[config.mk]
export PLATFORM = sky130hd
export DESIGN_NAME = seven_seg_scanner
export DESIGN_NICKNAME = d
export VERILOG_FILES = /design/src/rtl/seg_pkg.sv /design/src/rtl/seg_glyph_decoder.sv /design/src/rtl/seven_seg_scanner.sv
export SDC_FILE = /design/constraint.sdc
export NUM_CORES = 1
export LEC_CHECK = 0
export CORE_MARGIN = 2
export CORE_UTILIZATION = 46
export CTS_BUF_LIST = sky130_fd_sc_hd__clkbuf_8
export DETAILED_ROUTE_END_ITERATION = 8
export PLACE_DENSITY = 0.7
export SLEW_MARGIN = 10
export SYNTH_ARGS = -nofsm -noshare
export SYNTH_HDL_FRONTEND = slang
export SYNTH_HIERARCHICAL = 1
export SYNTH_SLANG_ARGS = --single-unit
[constraint.sdc]
create_clock -name clk -period 4.66 [get_ports clk]
set_clock_uncertainty 0.2 [all_clocks]
set_input_delay 0.932 -clock clk [delete_from_list [all_inputs] [get_ports clk]]
set_output_delay 0.932 -clock clk [all_outputs]
set_load 0.03 [all_outputs]
[src/rtl/seg_pkg.sv]
// Shared constants for seven-segment display drivers: glyph encodings
// ({g,f,e,d,c,b,a}, active low) and all-off levels for anodes and segments.
package seg_pkg;

   localparam logic [3:0] NIBBLE_BLANK = 4'hF;

   localparam logic [6:0] SEG_OFF = 7'h7F;
   localparam logic [7:0] AN_OFF  = 8'hFF;

   localparam logic [6:0] GLYPH_0 = 7'h40;
   localparam logic [6:0] GLYPH_1 = 7'h79;
   localparam logic [6:0] GLYPH_2 = 7'h24;
   localparam logic [6:0] GLYPH_3 = 7'h30;
   localparam logic [6:0] GLYPH_4 = 7'h19;
   localparam logic [6:0] GLYPH_5 = 7'h12;
   localparam logic [6:0] GLYPH_6 = 7'h02;
   localparam logic [6:0] GLYPH_7 = 7'h78;
   localparam logic [6:0] GLYPH_8 = 7'h00;
   localparam logic [6:0] GLYPH_9 = 7'h10;
   localparam logic [6:0] GLYPH_A = 7'h08;
   localparam logic [6:0] GLYPH_B = 7'h03;
   localparam logic [6:0] GLYPH_C = 7'h46;
   localparam logic [6:0] GLYPH_D = 7'h21;
   localparam logic [6:0] GLYPH_E = 7'h06;
   localparam logic [6:0] GLYPH_F = SEG_OFF;

   typedef enum logic {
      PH_DEAD = 1'b0,
      PH_LIT  = 1'b1
   } slot_phase_e;

endpackage

[src/rtl/seg_glyph_decoder.sv]
// Combinational nibble to active-low seven-segment map. Nibble F is the
// blank glyph so upstream muxes can switch a digit off by data alone.
module seg_glyph_decoder
   import seg_pkg::*;
(
   input  logic [3:0] nibble,
   output logic [6:0] seg
);

   always_comb begin
      seg = SEG_OFF;
      unique case (nibble)
         4'h0: seg = GLYPH_0;
         4'h1: seg = GLYPH_1;
         4'h2: seg = GLYPH_2;
         4'h3: seg = GLYPH_3;
         4'h4: seg = GLYPH_4;
         4'h5: seg = GLYPH_5;
         4'h6: seg = GLYPH_6;
         4'h7: seg = GLYPH_7;
         4'h8: seg = GLYPH_8;
         4'h9: seg = GLYPH_9;
         4'hA: seg = GLYPH_A;
         4'hB: seg = GLYPH_B;
         4'hC: seg = GLYPH_C;
         4'hD: seg = GLYPH_D;
         4'hE: seg = GLYPH_E;
         4'hF: seg = GLYPH_F;
         default: seg = SEG_OFF;
      endcase
   end

endmodule

[src/rtl/seven_seg_scanner.sv]
// Time-multiplexed driver for an 8-digit common-anode display. Data is latched
// once per frame; each digit slot opens with a dead-time gap to stop ghosting.
module seven_seg_scanner
   import seg_pkg::*;
#(
   parameter int DIGIT_PERIOD = 100000,
   parameter int BLANK_CYCLES = 1000
) (
   input  logic        clk,
   input  logic        rst_n,
   input  logic [31:0] display_data,
   input  logic [7:0]  dp_en,
   output logic [7:0]  an,
   output logic [6:0]  seg,
   output logic        dp,
   output logic        frame_done
);

   localparam int              CNT_W     = $clog2(DIGIT_PERIOD);
   localparam logic [CNT_W-1:0] CNT_LAST  = CNT_W'(DIGIT_PERIOD - 1);
   localparam logic [CNT_W-1:0] BLANK_END = CNT_W'(BLANK_CYCLES);

   logic [CNT_W-1:0] cnt_q, cnt_d;
   logic [2:0]       idx_q, idx_d;
   logic [31:0]      frame_data_q, frame_data_d;
   logic [7:0]       frame_dp_q, frame_dp_d;
   logic [7:0]       an_q, an_d;
   logic [6:0]       seg_q, seg_d;
   logic             dp_q, dp_d;
   logic             frame_done_q, frame_done_d;

   logic             slot_end;
   logic             frame_end;
   slot_phase_e      phase;
   logic [3:0]       cur_nibble;
   logic [6:0]       cur_glyph;

   assign slot_end   = (cnt_q == CNT_LAST);
   assign frame_end  = slot_end && (idx_q == 3'd7);
   assign phase      = (cnt_q < BLANK_END) ? PH_DEAD : PH_LIT;
   assign cur_nibble = frame_data_q[{idx_q, 2'b00} +: 4];

   seg_glyph_decoder u_glyph (
      .nibble (cur_nibble),
      .seg    (cur_glyph)
   );

   always_comb begin
      cnt_d        = cnt_q + CNT_W'(1);
      idx_d        = idx_q;
      frame_data_d = frame_data_q;
      frame_dp_d   = frame_dp_q;
      frame_done_d = 1'b0;

      if (slot_end) begin
         cnt_d = '0;
         idx_d = idx_q + 3'd1;
      end

      // Capture only at the frame boundary so a frame never shows mixed data.
      if (frame_end) begin
         frame_data_d = display_data;
         frame_dp_d   = dp_en;
         frame_done_d = 1'b1;
      end
   end

   always_comb begin
      an_d  = AN_OFF;
      seg_d = SEG_OFF;
      dp_d  = 1'b1;

      if (phase == PH_LIT) begin
         an_d[idx_q] = 1'b0;
         seg_d       = cur_glyph;
         dp_d        = ~frame_dp_q[idx_q];
      end
   end

   always_ff @(posedge clk or negedge rst_n) begin
      if (!rst_n) begin
         cnt_q        <= '0;
         idx_q        <= 3'd0;
         frame_data_q <= 32'hFFFF_FFFF;
         frame_dp_q   <= 8'h00;
         an_q         <= AN_OFF;
         seg_q        <= SEG_OFF;
         dp_q         <= 1'b1;
         frame_done_q <= 1'b0;
      end else begin
         cnt_q        <= cnt_d;
         idx_q        <= idx_d;
         frame_data_q <= frame_data_d;
         frame_dp_q   <= frame_dp_d;
         an_q         <= an_d;
         seg_q        <= seg_d;
         dp_q         <= dp_d;
         frame_done_q <= frame_done_d;
      end
   end

   assign an         = an_q;
   assign seg        = seg_q;
   assign dp         = dp_q;
   assign frame_done = frame_done_q;

endmodule
==> flow_summary.toml, run 1 <==
[synthesis]
synth-seq-cells = 77
syn_inst = 285
ys_top_cells_by_area = "dfstp_2 33%, dfrtp_1 19%, mux2_4 16%"
yosys_warnings = 6
yosys.area.top_type_share = 0.326
syn_area_per_cell_um2 = 13.6
synth_ff_type = "dfstp_2"
ys_seq_area_frac = 0.514
async_reset_ff_frac = 1.00
synth_edf_count = 0
ys_types = 45
synth_area_um2 = 3870
synth.largest_area_cell = "dfstp_2"
synth_nets = 336

[cells_and_area]
final_cell_mix = "57 x clkdlybuf4s50_1, 48 x dfstp_2, 41 x mux2_4"
instances_no_fill = 451
n_fill_cell = 691
nNetsFinal = 392
drive_gt1_frac = 0.358
antenna_cells = 0
flow.area_growth_from_synthesis_pct = 21.5
final_common_cell = "clkdlybuf4s50_1"

[clock_network]
insertion_delay_ns = 0.34
clkSinkCount = 77
clk_pin_slew_ns = 0.08
cts_resized = 0
tritoncts = "yes"
postCtsSetupBuffers = 0
cts_made_buffers = 9
cts_hold_buf = 0
cts_htree_levels = 3
clock-root-buffer = "clkbuf_8"
clockBufferDepth = 2

[placed_design]
gp_congestion = 0.836
place_hpwl_um = 4840
io_buffers = 58
dp_cells = 435

[global_route]
grt_max_degree = 41
grtUsageMet1 = 0.235
track_usage = 0.168
grt_pass1_vias = 2433
antenna_found_initial = 0
grt_use_met2 = 0.258
gr-max-usage-layer = "met2"
grt_pass1_wl_um = 11800
overflow = 0
use_met3 = 0.0451

[sta]
fmax_ghz = 0.312
final.setup.tns_ns = 0
min_period_ns = 3.20
tightest_slew_ns = 0.860
setup_viol = 0
hold_violations = 0
drv_slew = 0
slew_headroom = 0.426
rsz0062_at_grt = "no"
finalCritPeriodShare = 0.687

[detailed_routing]
antenna_left = 0
drt_iter0_markers = 94
wirelength_um = 6900
dr.pass1.iters = 4
vias = 2361
via_per_inst = 5.24
wl_per_cell_um = 15.3
drc = 0

[floorplanning]
io_pins = 59
die-area_um2 = 9150
die-height_um = 95.7
rows = 33
initial_core_util = 0.473
core_area_um2 = 8180
fp.dieW_um = 95.7

[critical_path]
critPathLaunchType = "register"
critPathCaptureType = "register"
crit_fanout = 23
cp.arrival_ns = 3.26
path_class = "register to register"
worst_ep_required_time_ns = 4.72
crit_chain = "mux2i_1 > nor3b_1 > or4_1 > inv_1 > ha_1 > inv_1 > mux4_2 > or2b_1"
max_stage_delay_ns = 0.91
slowest_stage = "dfrtp_1"
crit_top_cell = "inv_1"

[power]
irDropWorstVdd_v = 0.000189
p_leak_uw = 0.00208
pwr_density_cell_nw_per_um2 = 290

[worst_hold_path]
hold_path_class = "register to register"

[flow_run]
max_cap_violations = 0

[outcome]
run_status = "completed"
[where the power goes]
part	leakage [uW]	switching, uW	total [uW]	internal, uW
Clock	0.000115	238	549	312
Combinational	0.00109	36.3	105	69.2
Sequential	0.000877	10.3	708	698
[cell usage after synthesis (4+ instances only)]
master	number
dfstp_2	48
mux2_4	41
dfrtp_1	29
nor2_1	19
nand2_1	18
nand3_1	14
ha_1	9
mux2_2	8
xor2_1	8
inv_1	7
mux4_2	7
or2b_1	7
xnor2_1	7
buf_6	6
mux2i_1	6
nand4_1	5
and4_1	4
buf_2	4
[layer usage]
| metal | vias up | part of all wire |
|---|---|---|
| li1 | 1115 | - |
| met1 | 1180 | 0.49 |
| met2 | 56 | 0.46 |
| met3 | 10 | 0.044 |
| met4 | 0 | 0.013 |
| met5 | - | 0 |
[final cells by class]
type                            instances  area (um^2)  share of cell area
Timing Repair Buffer                   60          591               0.126
Tap cell                              105          131              0.0280
Sequential cell                        77         1990               0.423
Multi-Input combinational cell        186         1750               0.372
Clock buffer                           10          138              0.0293
Inverter                                7         26.3             0.00559
Clock inverter                          6         80.1              0.0170
[cell families (layout without fill, tap and decap cells)]
group / Yosys count / in the layout / share of synthesized area
AOI/OAI and AO/OA: 12 / 12 / 0.0230
xor gates and xnor gates: 15 / 15 / 0.0340
adders and majority gates: 9 / 9 / 0.0291
buffers and inverters: 22 / 83 / 0.0346
DFF: 77 / 77 / 0.514
muxes: 62 / 62 / 0.239
and+or+nand+nor: 88 / 88 / 0.127
[through the flow]
stage / hold WS [ns] / setup WS, ns / instance area (um^2) / power, uW / utilization
global route: 0.317 / 1.18 / 4700 / 1420 / 0.575
finish: 0.294 / 1.46 / 4700 / 1360 / 0.575
global placement: 0.264 / 1.52 / 4480 / 823 / 0.548
floorplan: 0.248 / 1.93 / 3870 / 769 / -
CTS: 0.289 / 1.42 / 4700 / 1370 / 0.575
detailed placement: 0.278 / 1.44 / 4480 / 826 / 0.548
[flip-flops by register name, indices dropped and copies added (netlist names)]
name,cells
an,8
frame_done,1
frame_data_q,32
dp,1
frame_dp_q,8
cnt_q,17
idx_q,3
seg,7
[final timing paths]
kind | slack, ns | startpoint | cells after the start | endpoint
setup reg to reg | 1.46 | idx_q[0] | 8 | seg[3]
hold reg to reg | 0.29 | cnt_q[0] | 1 | cnt_q[0]
hold / removal | 0.29 | cnt_q[0] | 1 | cnt_q[0]
setup / recovery | 1.46 | idx_q[0] | 8 | seg[3]
max in group asynchronous | 2.75 | rst_n | 2 | seg[3]
min in group asynchronous | 0.48 | rst_n | 1 | frame_dp_q[6]
[critical path, delay by kind of cell (launching register included)]
kind                     cells  cell delay (ns)
buffers and inverters        2             0.23
flip-flops                   1             0.91
AND/OR/NAND/NOR              3             0.94
adder cells (fa/ha/maj)      1             0.13
multiplexers                 2             0.71
(Power assumes the default switching activity.)
==> inputs of run 2 (changes only) <==
==> constraint.sdc (replaced) <==
create_clock -name clk -period 3.22 [get_ports clk]
set_clock_uncertainty 0.2 [all_clocks]
set_input_delay 0.644 -clock clk [delete_from_list [all_inputs] [get_ports clk]]
set_output_delay 0.644 -clock clk [all_outputs]
set_load 0.03 [all_outputs]
==> flow_summary.toml, run 2 (synthesis results as in run 1) <==
[outcome]
run_status = "completed"

[critical_path]
reg2reg_from = "idx_q[2]"
critPathCaptureType = "register"
critPathLaunchType = "register"
slowest_stage = "dfrtp_1"
crit_fanout = 17
rr_endpoint = "seg[3]"
crit_cells = 9
crit_path_end = "seg[3]"
startpoint = "idx_q[2]"
path_class = "register to register"
r2r_slack_ns = 0.32
path_delay_family = "simple AND/OR/NAND/NOR gates"
max_stage_delay_ns = 0.66
cp.arrival_ns = 2.98
worst_ep_required_time_ns = 3.30
rr_worst_depth = 9
crit_chain = "nor2_1 > nand2_1 > a21boi_0 > or4_1 > inv_1 > ha_1 > inv_1 > mux4_2 > or2b_1"
crit_top_cell = "inv_1"
cp_num_buf_inv = 2

[sta]
min_period_ns = 2.90
tightest_slew_ns = 0.810
fmax_ghz = 0.345
hold_violations = 0
final.setup.tns_ns = 0
whs_ns = 0.181
setup_viol = 0
finalCritPeriodShare = 0.900
slew_headroom = 0.460
drv_slew = 0
rsz0062_at_grt = "no"
timing.final.ws_setup_ns = 0.321

[detailed_routing]
vias = 2351
drt_iter0_markers = 100
wirelength_um = 6830
dr.pass1.iters = 4
antenna_left = 0
wl_per_cell_um = 14.9
drc = 0
via_per_inst = 5.14

[clock_network]
cts_made_buffers = 9
cts_hold_buf = 0
clkSinkCount = 77
clock-root-buffer = "clkbuf_8"
cts_htree_levels = 3
clk_pin_slew_ns = 0.08
insertion_delay_ns = 0.35
tritoncts = "yes"
postCtsSetupBuffers = 0
clockBufferDepth = 2
cts_resized = 0

[power]
pwr_density_cell_nw_per_um2 = 400
p_leak_uw = 0.00209
irDropWorstVdd_v = 0.000224

[worst_hold_path]
hold_path_class = "input pin to asynchronous set/reset pin"

[floorplanning]
core_area_um2 = 8180
initial_core_util = 0.473
io_pins = 59
rows = 33
die-area_um2 = 9150
die-height_um = 95.7
fp.dieW_um = 95.7

[global_route]
grt_max_degree = 41
antenna_found_initial = 0
grt_pass1_wl_um = 11700
grt_pass1_vias = 2345
track_usage = 0.168
overflow = 0

[cells_and_area]
regMostFlops = "frame_data_q"
largest_register_ff_count = 32
drive_gt1_frac = 0.372
design_area_um2 = 4730
flow.area_growth_from_synthesis_pct = 22.3
final_cell_mix = "57 x clkdlybuf4s50_1, 48 x dfstp_2, 41 x mux2_4"
final_common_cell = "clkdlybuf4s50_1"
top_regs = "frame_data_q x32, cnt_q x17"
nNetsFinal = 398
antenna_cells = 0
final_core_util = 0.579

[placed_design]
place_hpwl_um = 4960
gp_congestion = 0.844
place_area_um2 = 4540
io_buffers = 58
dp_slack_ns = 0.325

[flow_run]
max_cap_violations = 0
==> run 2: cell count changes in the layout (fill, tap and decap cells not counted) <==
cell	delta
buf_12	+1
buf_4	+5
bufinv_16	-1
clkbuf_8	-1
clkinv_2	+1
clkinv_4	+1
clkinvlp_4	+1
inv_1	-1
==> run 2: worst min-delay path by stage <==
stage	from	endpoint	slack, ns
CTS	rst_n	frame_dp_q[2]	0.20
finish	rst_n	frame_dp_q[2]	0.18
global route	rst_n	frame_dp_q[2]	0.23
floorplan	rst_n	cnt_q[0]	0.15
detailed placement	cnt_q[0]	cnt_q[0]	0.28
global placement	cnt_q[0]	cnt_q[0]	0.27
==> run 2: power breakdown <==
part           switching [uW]  internal (uW)  leakage (uW)
sequential               16.6           1010      0.000877
clock                     355            354     0.0000964
combinational            52.8            103       0.00112
==> run 2: through the flow <==
stage,cells,total power (uW)
finish,457,1890
global route,457,1970
CTS,457,1910
detailed placement,441,1200
global placement,441,1200
floorplan,285,1110
==> run 2: layout make-up <==
class                           instances  area (um^2)
Sequential cell                        77         1990
Tap cell                              105          131
Clock inverter                          7         67.6
Inverter                                7         26.3
Multi-Input combinational cell        186         1750
Fill cell                             678         3450
Clock buffer                            9          124
Timing Repair Buffer                   66          648
==> run 2: metal layers <==
layer	wire, um	track usage	share of wire
met1	3310	0.232	0.48
met2	3080	0.256	0.45
met3	313	0.0340	0.046
met4	123	0.0750	0.018
met5	0	0	0
==> inputs of run 3 (changes only) <==
--- a/config.mk
+++ b/config.mk
@@ -5,6 +5,7 @@
 export SDC_FILE = /design/constraint.sdc
 export NUM_CORES = 1
 export LEC_CHECK = 0
+export CORE_ASPECT_RATIO = 0.9
 export CORE_MARGIN = 2
 export CORE_UTILIZATION = 46
 export CTS_BUF_LIST = sky130_fd_sc_hd__clkbuf_8
==> flow_summary.toml, run 3 (synthesis results as in run 1) <==
[outcome]
run_status = "completed"

[power]
pwr_density_cell_nw_per_um2 = 392
p_total_uw = 1840
irDropWorstVdd_v = 0.000222
p_leak_uw = 0.00208

[sta]
rsz0062_at_grt = "no"
final.setup.tns_ns = 0
tightest_slew_ns = 0.934
drv_slew = 0
fmax_ghz = 0.344
min_period_ns = 2.90
finalCritPeriodShare = 0.902
setup_viol = 0
hold_violations = 0
slew_headroom = 0.377

[cells_and_area]
antenna_cells = 0
largest_register_ff_count = 32
instances_no_fill = 450
final_cell_mix = "57 x clkdlybuf4s50_1, 48 x dfstp_2, 41 x mux2_4"
drive_gt1_frac = 0.373
top_regs = "frame_data_q x32, cnt_q x17"
nNetsFinal = 397
final_common_cell = "clkdlybuf4s50_1"
flow.area_growth_from_synthesis_pct = 21.3
regMostFlops = "frame_data_q"

[floorplanning]
fp.dieW_um = 101
core_area_um2 = 8110
io_pins = 59
rows = 31
die-area_um2 = 9150
die-height_um = 91.0
initial_core_util = 0.477

[critical_path]
cp_num_buf_inv = 2
worst_ep_required_time_ns = 3.30
r2r_slack_ns = 0.32
cp.arrival_ns = 2.98
max_stage_delay_ns = 0.64
crit_top_cell = "inv_1"
path_delay_family = "simple AND/OR/NAND/NOR gates"
slowest_stage = "dfrtp_1"
critPathCaptureType = "register"
path_class = "register to register"
crit_fanout = 11
crit_chain = "mux2i_1 > nor3b_1 > or4_1 > inv_1 > ha_1 > inv_1 > mux4_2 > or2b_1"
critPathLaunchType = "register"

[placed_design]
io_buffers = 58
place_hpwl_um = 4950
dp_cells = 434
gp_congestion = 0.839

[detailed_routing]
vias = 2302
drc = 0
wl_per_cell_um = 15.6
dr.pass1.iters = 4
antenna_left = 0
wirelength_um = 7030
drt_iter0_markers = 119
via_per_inst = 5.12

[clock_network]
cts_made_buffers = 9
clock-root-buffer = "clkbuf_8"
clockBufferDepth = 2
tritoncts = "yes"
insertion_delay_ns = 0.36
cts_resized = 0
clkSinkCount = 77
cts_hold_buf = 0
cts_htree_levels = 3
clk_pin_slew_ns = 0.08
postCtsSetupBuffers = 0

[global_route]
grt_pass1_vias = 2260
overflow = 0
track_usage = 0.165
antenna_found_initial = 0
grt_max_degree = 78
grt_pass1_wl_um = 11800

[worst_hold_path]
hold_path_class = "input pin to asynchronous set/reset pin"

[flow_run]
max_cap_violations = 0
-- run 3: report_power, final --
group / internal (uW) / switching, uW
logic: 100 / 52.2
registers: 1010 / 16.6
clock network: 298 / 361
-- run 3: layout make-up --
class | instances | area, um^2
Timing Repair Buffer | 65 | 631
Clock inverter | 6 | 37.5
Multi-Input combinational cell | 186 | 1750
Inverter | 7 | 26.3
Sequential cell | 77 | 1990
Clock buffer | 10 | 138
Fill cell | 657 | 3420
Tap cell | 99 | 124
-- run 3: final timing paths --
path	startpoint	endpoint	cells past startpoint
worst min register to register	cnt_q[0]	cnt_q[0]	1
worst min-delay path	rst_n	cnt_q[12]	1
max in group asynchronous	rst_n	cnt_q[0]	1
worst max-delay path	idx_q[0]	seg[3]	8
worst max register to register	idx_q[0]	seg[3]	8
min in group clk	cnt_q[0]	cnt_q[0]	1
-- run 3: through the flow --
step,cell area [um^2],setup WS (ns),hold WS (ns),utilization
5_1_grt,4690,0.119,0.299,0.578
3_5_place_dp,4510,0.301,0.291,0.557
6_report,4690,0.317,0.229,0.578
2_1_floorplan,3870,0.493,0.148,-
4_1_cts,4690,0.293,0.262,0.578
3_3_place_gp,4510,0.421,0.272,0.557
-- run 3: routing by layer --
metal	wire length, um	vias to the layer above	global-route usage
li1	-	1128	-
met1	3560	1108	0.247
met2	3060	58	0.228
met4	68	0	0.0502
met5	0	-	0
met3	339	8	0.0508
